**src/rtl/rename_free_list.sv**
```systemverilog
// rename_free_list: circular pool of free rename registers with dual allocate, dual free
// and a single head checkpoint for rolling back speculative allocations.
module rename_free_list #(
   parameter int unsigned NUM_REN  = 32,
   parameter int unsigned REN_BASE = 32,
   parameter int unsigned REN_W    = 6
) (
   input  logic                      i_clk,
   input  logic                      i_reset,
   input  logic [1:0]                i_alloc_req,
   input  logic [1:0]                i_alloc_tag,
   output logic [1:0]                o_alloc_gnt,
   output logic [2*REN_W-1:0]        o_alloc_ren,
   input  logic [1:0]                i_free_we,
   input  logic [2*REN_W-1:0]        i_free_ren,
   input  logic                      i_delete_tagged,
   input  logic                      i_clear_tags,
   output logic [$clog2(NUM_REN):0]  o_free_count,
   output logic                      o_empty,
   output logic                      o_err
);
   localparam int unsigned IDX_W = $clog2(NUM_REN);
   localparam int unsigned PTR_W = IDX_W + 1;
   localparam logic [REN_W:0] REN_LO = (REN_W+1)'(REN_BASE);
   localparam logic [REN_W:0] REN_HI = (REN_W+1)'(REN_BASE + NUM_REN);

   logic [REN_W-1:0] r_mem [NUM_REN];
   logic [PTR_W-1:0] r_head;
   logic [PTR_W-1:0] r_tail;
   logic [PTR_W-1:0] r_ckpt_head;
   logic             r_ckpt_valid;
   logic             r_err;

   logic [PTR_W-1:0] w_count;
   logic [PTR_W-1:0] w_head1;
   logic [PTR_W-1:0] w_head_d;
   logic [PTR_W-1:0] w_tail_d;
   logic [PTR_W-1:0] w_ckpt_head_d;
   logic [PTR_W-1:0] w_ckpt_at;
   logic             w_ckpt_valid_d;
   logic             w_err_d;
   logic [1:0]       w_gnt;
   logic [1:0]       w_tagged;
   logic [1:0]       w_wr;
   logic [PTR_W-1:0] w_wr_ptr [2];
   logic [REN_W-1:0] w_wr_ren [2];
   logic [REN_W-1:0] w_ren0;
   logic [REN_W-1:0] w_ren1;

   assign w_count = r_tail - r_head;
   assign w_head1 = r_head + PTR_W'(1);

   // Port 1 only sees the second entry when port 0 also asks, so it never takes a denied slot.
   always_comb begin
      w_gnt[0] = i_alloc_req[0] && (w_count >= PTR_W'(1)) && !i_delete_tagged;
      w_gnt[1] = i_alloc_req[1] && !i_delete_tagged &&
                 (w_count >= (i_alloc_req[0] ? PTR_W'(2) : PTR_W'(1)));
      w_ren0   = r_mem[r_head[IDX_W-1:0]];
      w_ren1   = i_alloc_req[0] ? r_mem[w_head1[IDX_W-1:0]] : w_ren0;
   end

   always_comb begin : free_path
      logic [PTR_W-1:0] occ;
      logic [REN_W-1:0] fren;
      w_tail_d = r_tail;
      w_err_d  = r_err;
      w_wr     = 2'b00;
      occ      = w_count;
      for (int i = 0; i < 2; i++) begin
         fren        = i_free_ren[i*REN_W +: REN_W];
         w_wr_ptr[i] = w_tail_d;
         w_wr_ren[i] = fren;
         if (i_free_we[i]) begin
            if (({1'b0, fren} >= REN_LO) && ({1'b0, fren} < REN_HI) &&
                (occ < PTR_W'(NUM_REN))) begin
               w_wr[i]  = 1'b1;
               w_tail_d = w_tail_d + PTR_W'(1);
               occ      = occ + PTR_W'(1);
            end else begin
               w_err_d = 1'b1;
            end
         end
      end
   end

   always_comb begin
      w_tagged       = w_gnt & i_alloc_tag;
      w_ckpt_at      = (!w_tagged[0] && w_gnt[0]) ? w_head1 : r_head;
      w_head_d       = r_head + PTR_W'(w_gnt[0]) + PTR_W'(w_gnt[1]);
      w_ckpt_head_d  = r_ckpt_head;
      w_ckpt_valid_d = r_ckpt_valid;
      if (i_delete_tagged) begin
         w_head_d       = r_ckpt_valid ? r_ckpt_head : r_head;
         w_ckpt_valid_d = 1'b0;
      end else if ((!r_ckpt_valid || i_clear_tags) && (|w_tagged)) begin
         w_ckpt_head_d  = w_ckpt_at;
         w_ckpt_valid_d = 1'b1;
      end else if (i_clear_tags) begin
         w_ckpt_valid_d = 1'b0;
      end
   end

   always_ff @(posedge i_clk or posedge i_reset) begin
      if (i_reset) begin
         r_head       <= '0;
         r_tail       <= PTR_W'(NUM_REN);
         r_ckpt_head  <= '0;
         r_ckpt_valid <= 1'b0;
         r_err        <= 1'b0;
      end else begin
         r_head       <= w_head_d;
         r_tail       <= w_tail_d;
         r_ckpt_head  <= w_ckpt_head_d;
         r_ckpt_valid <= w_ckpt_valid_d;
         r_err        <= w_err_d;
      end
   end

   always_ff @(posedge i_clk or posedge i_reset) begin
      if (i_reset) begin
         for (int k = 0; k < NUM_REN; k++) begin
            r_mem[k] <= REN_W'(REN_BASE + k);
         end
      end else begin
         for (int i = 0; i < 2; i++) begin
            if (w_wr[i]) begin
               r_mem[w_wr_ptr[i][IDX_W-1:0]] <= w_wr_ren[i];
            end
         end
      end
   end

   assign o_alloc_gnt  = w_gnt;
   assign o_alloc_ren  = {w_ren1, w_ren0};
   assign o_free_count = w_count;
   assign o_empty      = (w_count == '0);
   assign o_err        = r_err;

endmodule

```
**config.mk**
```make
export PLATFORM = sky130hd
export DESIGN_NAME = rename_free_list
export DESIGN_NICKNAME = d
export VERILOG_FILES = /design/src/rtl/rename_free_list.sv
export SDC_FILE = /design/constraint.sdc
export NUM_CORES = 1
export LEC_CHECK = 0
export CAP_MARGIN = 20
export CORE_ASPECT_RATIO = 1.2
export CORE_UTILIZATION = 63
export DETAILED_ROUTE_END_ITERATION = 16
export GPL_ROUTABILITY_DRIVEN = 0
export GPL_TIMING_DRIVEN = 0
export PLACE_DENSITY = 0.89
export REMOVE_ABC_BUFFERS = 1
export SLEW_MARGIN = 20
export SYNTH_ARGS = -nofsm -noshare
export SYNTH_HDL_FRONTEND = slang
export SYNTH_SLANG_ARGS = --single-unit
```
**constraint.sdc**
```tcl
create_clock -name i_clk -period 10.15 [get_ports i_clk]
set_clock_uncertainty 0.2 [all_clocks]
set_input_delay 3.045 -clock i_clk [delete_from_list [all_inputs] [get_ports i_clk]]
set_output_delay 3.045 -clock i_clk [all_outputs]
set_load 0.02 [all_outputs]
```
* After elaboration in Yosys (flattened, before gate mapping)
Index checks and enable logic that the tools add are counted.
** Storage, ports and cells
- Register bits after elaboration :: 212
- ROM bits :: 0
- Input bits :: 22
- Memories kept :: 0
- Latch bits :: 0
- Memory bits (writable) :: 0
- Output and inout port bits :: 22
** Cells by class
- Div/mod/pow operators :: 0
- Shift-type cells :: 0
- Bitwise gates (word level) :: 6
- Multiply operators :: 0
- Equality and inequality tests :: 1
- $lt $le $gt $ge :: 12
- Multiplexer cells :: 36
- Add/sub/neg operators :: 7
- Reduce and logical (&&, ||, !) cells :: 18
** Operators by type and width (count)
- $bwmux 192 :: 2
- $mux 192 :: 2
- $mux 6 :: 16
- $bmux 6 s5 :: 2
- $demux 6 s5 :: 2
- $ge 6x6->1 const B :: 6
- $add 6x1->6 const B :: 4
- $not 5->6 :: 4
- $add 6x1->6 :: 2
- $lt 6x1->1 const B :: 2
- $lt 6x6->1 const B :: 2
- $mux 1 :: 11
- $logic_and 1x1->1 :: 10
- $ge 6x1->1 const B :: 1
- $ge 6x2->1 :: 1
- $logic_not 6->1 :: 1
- $sub 6x6->6 :: 1
- $logic_not 1->1 :: 3
- $reduce_bool 3->1 :: 1
- $and 2x2->2 :: 1
- $mux 2 :: 1
- $ne 2x1->1 const B :: 1
- $reduce_and 2->1 :: 1
- $reduce_or 2->1 :: 1
- other kinds (2) :: 2

* Longest topological paths before layout
Gate-level depths: netlist (run 1).
- Depth in word-level cells :: 12
- Gate-level depth with buffers :: 19

* Worst setup path after synthesis (run 1)
Ideal clock, no wire load.
- Path kind :: input to output
- From :: in i_alloc_req[0]
- To :: out o_alloc_gnt[1]
- Data arrival time :: 4.225 ns
- Setup slack :: 2.680 ns
- Required time :: 6.905 ns
- Stages :: 6
- Path through :: clkbuf_1 > inv_1 > ha_1 > nand2b_1 > a21o_1 > o21a_1
** On the way
- Cells in the longest elaborated chain, start to end :: 3
** Ends and longest elaborated chain
- from (decl) :: RTL line 10 : input logic [1:0] i_alloc_req,
- $mux 2 :: RTL line 57 : (w_count >= (i_alloc_req[0] ? PTR_W'(2) : PTR_W'(1)));
- $ge 6x2->1 :: RTL line 57
- $logic_and 1x1->1 :: RTL line 56 : w_gnt[1] = i_alloc_req[1] && !i_delete_tagged &&
- to (decl) :: RTL line 12 : output logic [1:0] o_alloc_gnt,
Every way passes these cells.

* Worst setup path in the final report (run 1)
Ends and elaborated chain as after synthesis.

==> results of run 1 <==
## per-stage QoR
step | TNS, ps | hold WS (ps)
finish | 0 | 308
global route | 0 | 320
CTS | 0 | 312
detailed placement | 0 | 299
global placement | -171930 | 266
floorplan | 0 | 279
## placed cells by master, fill, tap and decap left out, types with 17 or more instances in the layout
master / synthesis / routed
mux4_2: 120 / 120
nand2_1: 31 / 31
mux2_2: 320 / 320
nor2_1: 23 / 23
dfstp_2: 113 / 113
dfrtp_1: 99 / 97
clkdlybuf4s50_1: 0 / 33
inv_1: 18 / 17
clkbuf_16: 0 / 23
nor3_4: 29 / 29
nand3_1: 35 / 35
## power by group through the flow
stage                     registers, mW  logic (mW)  clock network, mW
final                              1.69        3.26              0.845
after global routing               1.72        3.44              0.878
after CTS                          1.67        3.23              0.849
after detailed placement           1.67        3.18                  0
after global placement             1.72        2.96                  0
after floorplan                    1.60        2.28                  0
## flip-flops by register name, indices dropped and copies added, names as in the netlist
register	count
o_err	1
r_ckpt_head	6
r_ckpt_valid	1
r_head	6
r_mem	192
r_tail	6
## path summary, 6_finish.rpt
kind	slack (ps)	end	cells past startpoint	startpoint
setup / recovery	1480	o_alloc_gnt[1]	7	i_alloc_req[0]
hold / removal	310	r_ckpt_head[0]	1	r_ckpt_head[0]
setup reg to reg	4080	r_mem[26]	13	r_head[3]
hold reg to reg	310	r_ckpt_head[0]	1	r_ckpt_head[0]
max in group asynchronous	5870	r_head[0]	4	i_reset
min in group asynchronous	2680	r_mem[57]	2	i_reset
## routing by layer
| metal | share of wire, % | track usage, % | vias to the layer above | routed length, µm |
|---|---|---|---|---|
| li1 | - | - | 4104 | - |
| met1 | 36 | 43.5 | 5246 | 14700 |
| met2 | 49 | 57.1 | 616 | 20100 |
| met3 | 8.4 | 8.02 | 185 | 3480 |
| met4 | 7.3 | 24.3 | 0 | 3020 |
| met5 | 0 | 0 | - | 0 |
## area by class of cell
type	count	share of cell area, %
multi-input combinational	753	55.3
clock buffer	39	4.33
tap	315	2.42
inverter	19	0.483
clock inverter	3	0.268
sequential	212	33.4
timing repair buffer	56	3.81
## cell usage after synthesis, types with 17 or more instances
| cell type | n | share of area (%) |
|---|---|---|
| mux4_2 | 120 | 18 |
| clkbuf_1 | 65 | 1.6 |
| nand2_1 | 31 | 0.78 |
| ha_1 | 17 | 1.4 |
| nand3_1 | 35 | 1.2 |
| dfstp_2 | 113 | 20 |
| nor3_4 | 29 | 3.2 |
| nor2_1 | 23 | 0.58 |
| inv_1 | 18 | 0.45 |
| xnor2_1 | 17 | 1.0 |
| dfrtp_1 | 99 | 17 |
| mux2_2 | 320 | 24 |
## logic make-up (layout without fill, tap and decap cells)
family / after synthesis / after routing
buf+inv: 107 / 117
mux: 459 / 459
fa+ha+maj: 19 / 19
flops: 212 / 212
compound gates: 55 / 55
xor+xnor: 24 / 24
simple gates: 196 / 196
## worst reg2reg max path: cells and delay by family, from the launching register on
| kind | cells | cell delay, ps |
|---|---|---|
| flops | 1 | 690 |
| xor+xnor | 1 | 310 |
| buf+inv | 3 | 1100 |
| compound gates | 3 | 1270 |
| mux | 1 | 390 |
| simple gates | 3 | 1260 |
| fa+ha+maj | 2 | 730 |
==> key figures, run 1 <==
Outcome
  • Status: complete, no violations

Logic synthesis
  • Most used DFF post-synth: dfstp_2
  • Adder-cell share of the synthesized area: 1.70%
  • Mux contribution to synthesized area: 43.8%
  • Number of flops mapped to enable cells by yosys: 0
  • Post-Syn Instances: 1072
  • Synth Area in Simple Gates: 10.1%
  • Mapped Area: 0.0149 mm²
  • Yosys cell types: 71
  • Largest family of logic cells by synthesized area: multiplexers
  • Seq cells post-synth: 212
  • Post-synth ARST share: 100%
  • Sequential fraction of the synthesis area: 36.7%
  • Syn_area_per_cell: 13.9 µm²
  • Synth Warn #: 0
  • Post-synthesis compound-gate area fraction: 3.22%
  • Synth Area in XOR/XNOR: 1.54%

Setup path
  • Data arrival time of the worst path: 5420 ps
  • WP buf/inv: 3
  • Crit path max-delay family: buffers and inverters
  • Crit-path slowest cell: clkdlybuf4s50_1
  • Kind of critical path: in2out
  • CP startpoint kind: primary input
  • Type of destination of the critical path: primary output
  • Crit Path Max Fanout: 14
  • Most frequent CP cell: clkdlybuf4s50_1
  • CP required: 6910 ps
  • CP max stage delay: 820 ps
  • Critical Path, Cell by Cell: clkdlybuf4s50_1, inv_1, ha_1, nand2b_1, a21o_1, o21a_1, clkdlybuf4s50_1

Place
  • I/O Buffers: 43
  • Placed Area: 0.0156 mm²
  • Dpl hpwl: 26.8 mm
  • Placed cells: 1355
  • Placement Setup Slack: 1530 ps

Layout
  • Final std cells w/o fill: 1397
  • FF/Latch Area: 0.00545 mm²
  • Multi-input gate area in the final layout: 0.00901 mm²
  • Final Core Density: 70.5%
  • Design Area, Final: 0.0163 mm²
  • Diode count: 0
  • Fin nets: 1106
  • Synthesis-to-finish area growth: 9.77%
  • Fill count: 1475
  • Share of cells above drive strength 1: 62.7%

Floorplan
  • Initial Util: 64.3%
  • Die area: 0.0242 mm²
  • CORE AREA: 0.0231 mm²
  • # IOs: 44
  • Die width: 142 µm
  • Num rows: 61
  • Die Y: 170 µm

Global route
  • Largest net degree at the start of global routing: 93
  • First-pass GRT wire length: 63.6 mm
  • Via count of the first global-routing pass: 10500
  • Initial antenna violation count: 0
  • Total congestion overflow: 0
  • GRT Total Usage: 35.8%

Power
  • Switching Fraction: 40.6%
  • VDD IR-drop max: 194 µV
  • Sequential power share: 29.2%
  • Combinational Power Share: 56.3%
  • Net switching power: 2.35 mW
  • Total Power: 5.80 mW
  • Internal Power: 3.45 mW
  • Clock power frac: 14.6%
  • Leak: 6.70 nW
  • Pwr/cell area: 355 mW/mm²

Detailed routing
  • Vias per cell: 7.27
  • Routed WL: 41.4 mm
  • Drt pass-1 iters: 5
  • # DRC: 0
  • DRT iter0 DRCs: 1066
  • Via count: 10200
  • DR WL/cell: 29.6 µm
  • Antenna Nets Post-Route: 0

Clocking
  • CTS Buffer Depth: 3
  • # Post-CTS Setup Buffers: 0
  • CTS tree: done
  • Clock transition at the registers of the reported paths: 60 ps
  • Clock sinks: 212
  • CTS Buf Count: 23
  • Clk root buf: clkbuf_16
  • Hold buffer count at cts: 0
  • H-tree depth: 1
  • CTS resizes: 0
  • Skew-Pair Late Insertion Delay: 520 ps

Run
  • Max-Cap Viols: 0

STA
  • Post-layout min period: 8670 ps
  • Final-report hold violation count: 0
  • F_max: 0.115 GHz
  • RSZ-0062 raised after global routing: no
  • Final setup fails: 0
  • Fin. max-slew vios: 0
  • Fin worst setup slack: 1480 ps
  • Final worst-path cycle share: 85.4%
  • Slew HR: 32.2%
  • Worst slew pin tran: 1020 ps

Worst hold path
  • Min-Delay Path Class: reg2reg
(Power assumes the default switching activity.)
==> inputs of run 2 (changes only) <==
--- a/config.mk
+++ b/config.mk
@@ -7,6 +7,7 @@
 export LEC_CHECK = 0
 export CAP_MARGIN = 20
 export CORE_ASPECT_RATIO = 1.2
+export CORE_MARGIN = 1.5
 export CORE_UTILIZATION = 63
 export DETAILED_ROUTE_END_ITERATION = 16
 export GPL_ROUTABILITY_DRIVEN = 0
==> run 2 against run 1 <==
Against the previous run:
- die area is 1.3% higher
- critical path type unchanged
- highest routed layer is now met5
- total power increased by 0.67%
- global-route usage decreased by 0.27 points
==> key figures, run 2 (same netlist as run 1, synthesis figures left out) <==
Setup path
  • Data arrival time of the worst path: 5480 ps (+60 ps)
  • Crit Path Max Fanout: 14 (unchanged)
  • FF-to-FF setup slack: 4510 ps (+430 ps)
  • Type of destination of the critical path: primary output
  • Reg2Reg Depth: 11 (-2)
  • Kind of critical path: in2out
  • CP required: 6910 ps (about the same)
  • CP Launch Point: i_alloc_req[0]
  • CP startpoint kind: primary input
  • R2r startpoint: r_head[3]

Floorplan
  • Die width: 143 µm (+0.70%)
  • Die area: 0.0245 mm² (+1.3%)
  • # IOs: 44 (unchanged)
  • Initial Util: 64.0% (-0.21 points)
  • Die Y: 171 µm (+0.59%)
  • CORE AREA: 0.0232 mm² (+0.33%)
  • Num rows: 61 (unchanged)

STA
  • Final-report hold violation count: 0 (unchanged)
  • F_max: 0.115 GHz (-0.66%)
  • Post-layout min period: 8720 ps (+57.7 ps)
  • RSZ-0062 raised after global routing: no
  • Worst slew pin tran: 1150 ps (+133 ps)
  • Final worst-path cycle share: 85.9% (+0.57 points)
  • Final setup fails: 0 (unchanged)
  • Fin. max-slew vios: 0 (unchanged)
  • Slew HR: 23.4% (-8.9 points)

Detailed routing
  • DR WL/cell: 30.1 µm (+1.5%)
  • # DRC: 0 (unchanged)
  • Routed WL: 42.0 mm (+1.5%)
  • Vias per cell: 7.31 (+0.60%)
  • DRT iter0 DRCs: 1181 (+11%)
  • Via count: 10200 (+0.60%)
  • Drt pass-1 iters: 5 (unchanged)
  • Antenna Nets Post-Route: 0 (unchanged)

Place
  • Placed cells: 1353 (-0.15%)
  • I/O Buffers: 43 (unchanged)
  • Dpl hpwl: 27.1 mm (+1.0%)

Layout
  • Max FFs per register: 192 (unchanged)
  • Share of cells above drive strength 1: 62.9% (+0.24 points)
  • Multi-input gate area in the final layout: 0.00901 mm² (unchanged)
  • Fill count: 1491 (+1.1%)
  • Register with the highest flop count: r_mem
  • Commonest cells after routing, fill and taps aside: 320 x mux2_2, 120 x mux4_2, 113 x dfstp_2
  • Fin nets: 1105 (-0.090%)
  • Most common cell after layout, fill and taps aside: mux2_2
  • Final std cells w/o fill: 1397 (unchanged)
  • FF/Latch Area: 0.00545 mm² (unchanged)
  • Synthesis-to-finish area growth: 9.84% (about the same)
  • Final Core Density: 70.3% (-0.18 points)

Power
  • VDD IR-drop max: 186 µV (-4.0%)
  • Leak: 6.71 nW (+0.16%)
  • Pwr/cell area: 358 mW/mm² (+0.60%)

Worst hold path
  • Min-Delay Path Class: reg2reg
  • Worst Hold Depth: 1 (unchanged)
  • Worst hold start: o_err

Outcome
  • Status: complete, no violations

Global route
  • Initial antenna violation count: 3 (+3)
  • Total congestion overflow: 0 (unchanged)
  • Largest net degree at the start of global routing: 108 (+16%)
  • GRT Total Usage: 35.5% (-0.27 points)
  • First-pass GRT wire length: 63.8 mm (+0.36%)
  • Via count of the first global-routing pass: 10400 (-1.1%)

Clocking
  • CTS Buf Count: 23 (unchanged)
  • CTS tree: done
  • Skew-Pair Late Insertion Delay: 550 ps (+30 ps)
  • Clock sinks: 212 (unchanged)
  • Hold buffer count at cts: 0 (unchanged)
  • # Post-CTS Setup Buffers: 0 (unchanged)
  • CTS Buffer Depth: 3 (unchanged)
  • CTS resizes: 0 (unchanged)
  • Clk root buf: clkbuf_16
  • H-tree depth: 1 (unchanged)
  • Clock transition at the registers of the reported paths: 60 ps (about the same)

Run
  • Max-Cap Viols: 0 (unchanged)
==> run 2: per-layer routing <==
metal | routed length [µm] | track usage (%) | share of wire, %
met1 | 14600 | 43.7 | 35
met4 | 3320 | 23.3 | 7.9
met3 | 4040 | 7.99 | 9.6
met2 | 20000 | 56.4 | 48
met5 | 13 | 0 | 0.031
==> run 2: path summary, 6_finish.rpt <==
path                             endpoint
max                        o_alloc_gnt[1]
min                                 o_err
max reg2reg                     r_mem[19]
min reg2reg                         o_err
max in group asynchronous      r_mem[151]
min in group asynchronous      r_mem[157]
==> run 2: critical path, cell delays in order <==
cell             delay [ps]
clkdlybuf4s50_1         900
inv_1                   160
ha_1                    310
nand2b_1                130
a21o_1                  170
o21a_1                  210
clkdlybuf4s50_1         540
==> run 2: through the flow <==
stage	power, mW	setup TNS [ps]	hold WS (ps)	setup slack [ps]	cell area, µm²
finish	5.84	0	283	1430	16300
global route	6.07	0	309	1400	16300
CTS	5.74	0	291	1490	16300
detailed placement	4.84	0	272	1490	15500
global placement	4.67	-169320	267	-2210	15300
floorplan	3.88	0	279	394	14500
==> run 2: area by class of cell <==
type | instances | area share [%]
inverters | 19 | 0.483
diodes | 1 | 0.0153
repair buffers | 55 | 3.83
clock inverters | 10 | 0.705
multi-input cells | 753 | 55.2
flip-flops and latches | 212 | 33.4
clock buffers | 32 | 3.92
well taps | 315 | 2.41
==> run 2: where the power goes <==
group	internal, mW	switching (mW)	total [mW]
clock	0.494	0.364	0.858
sequential	1.32	0.384	1.70
combinational	1.64	1.64	3.28
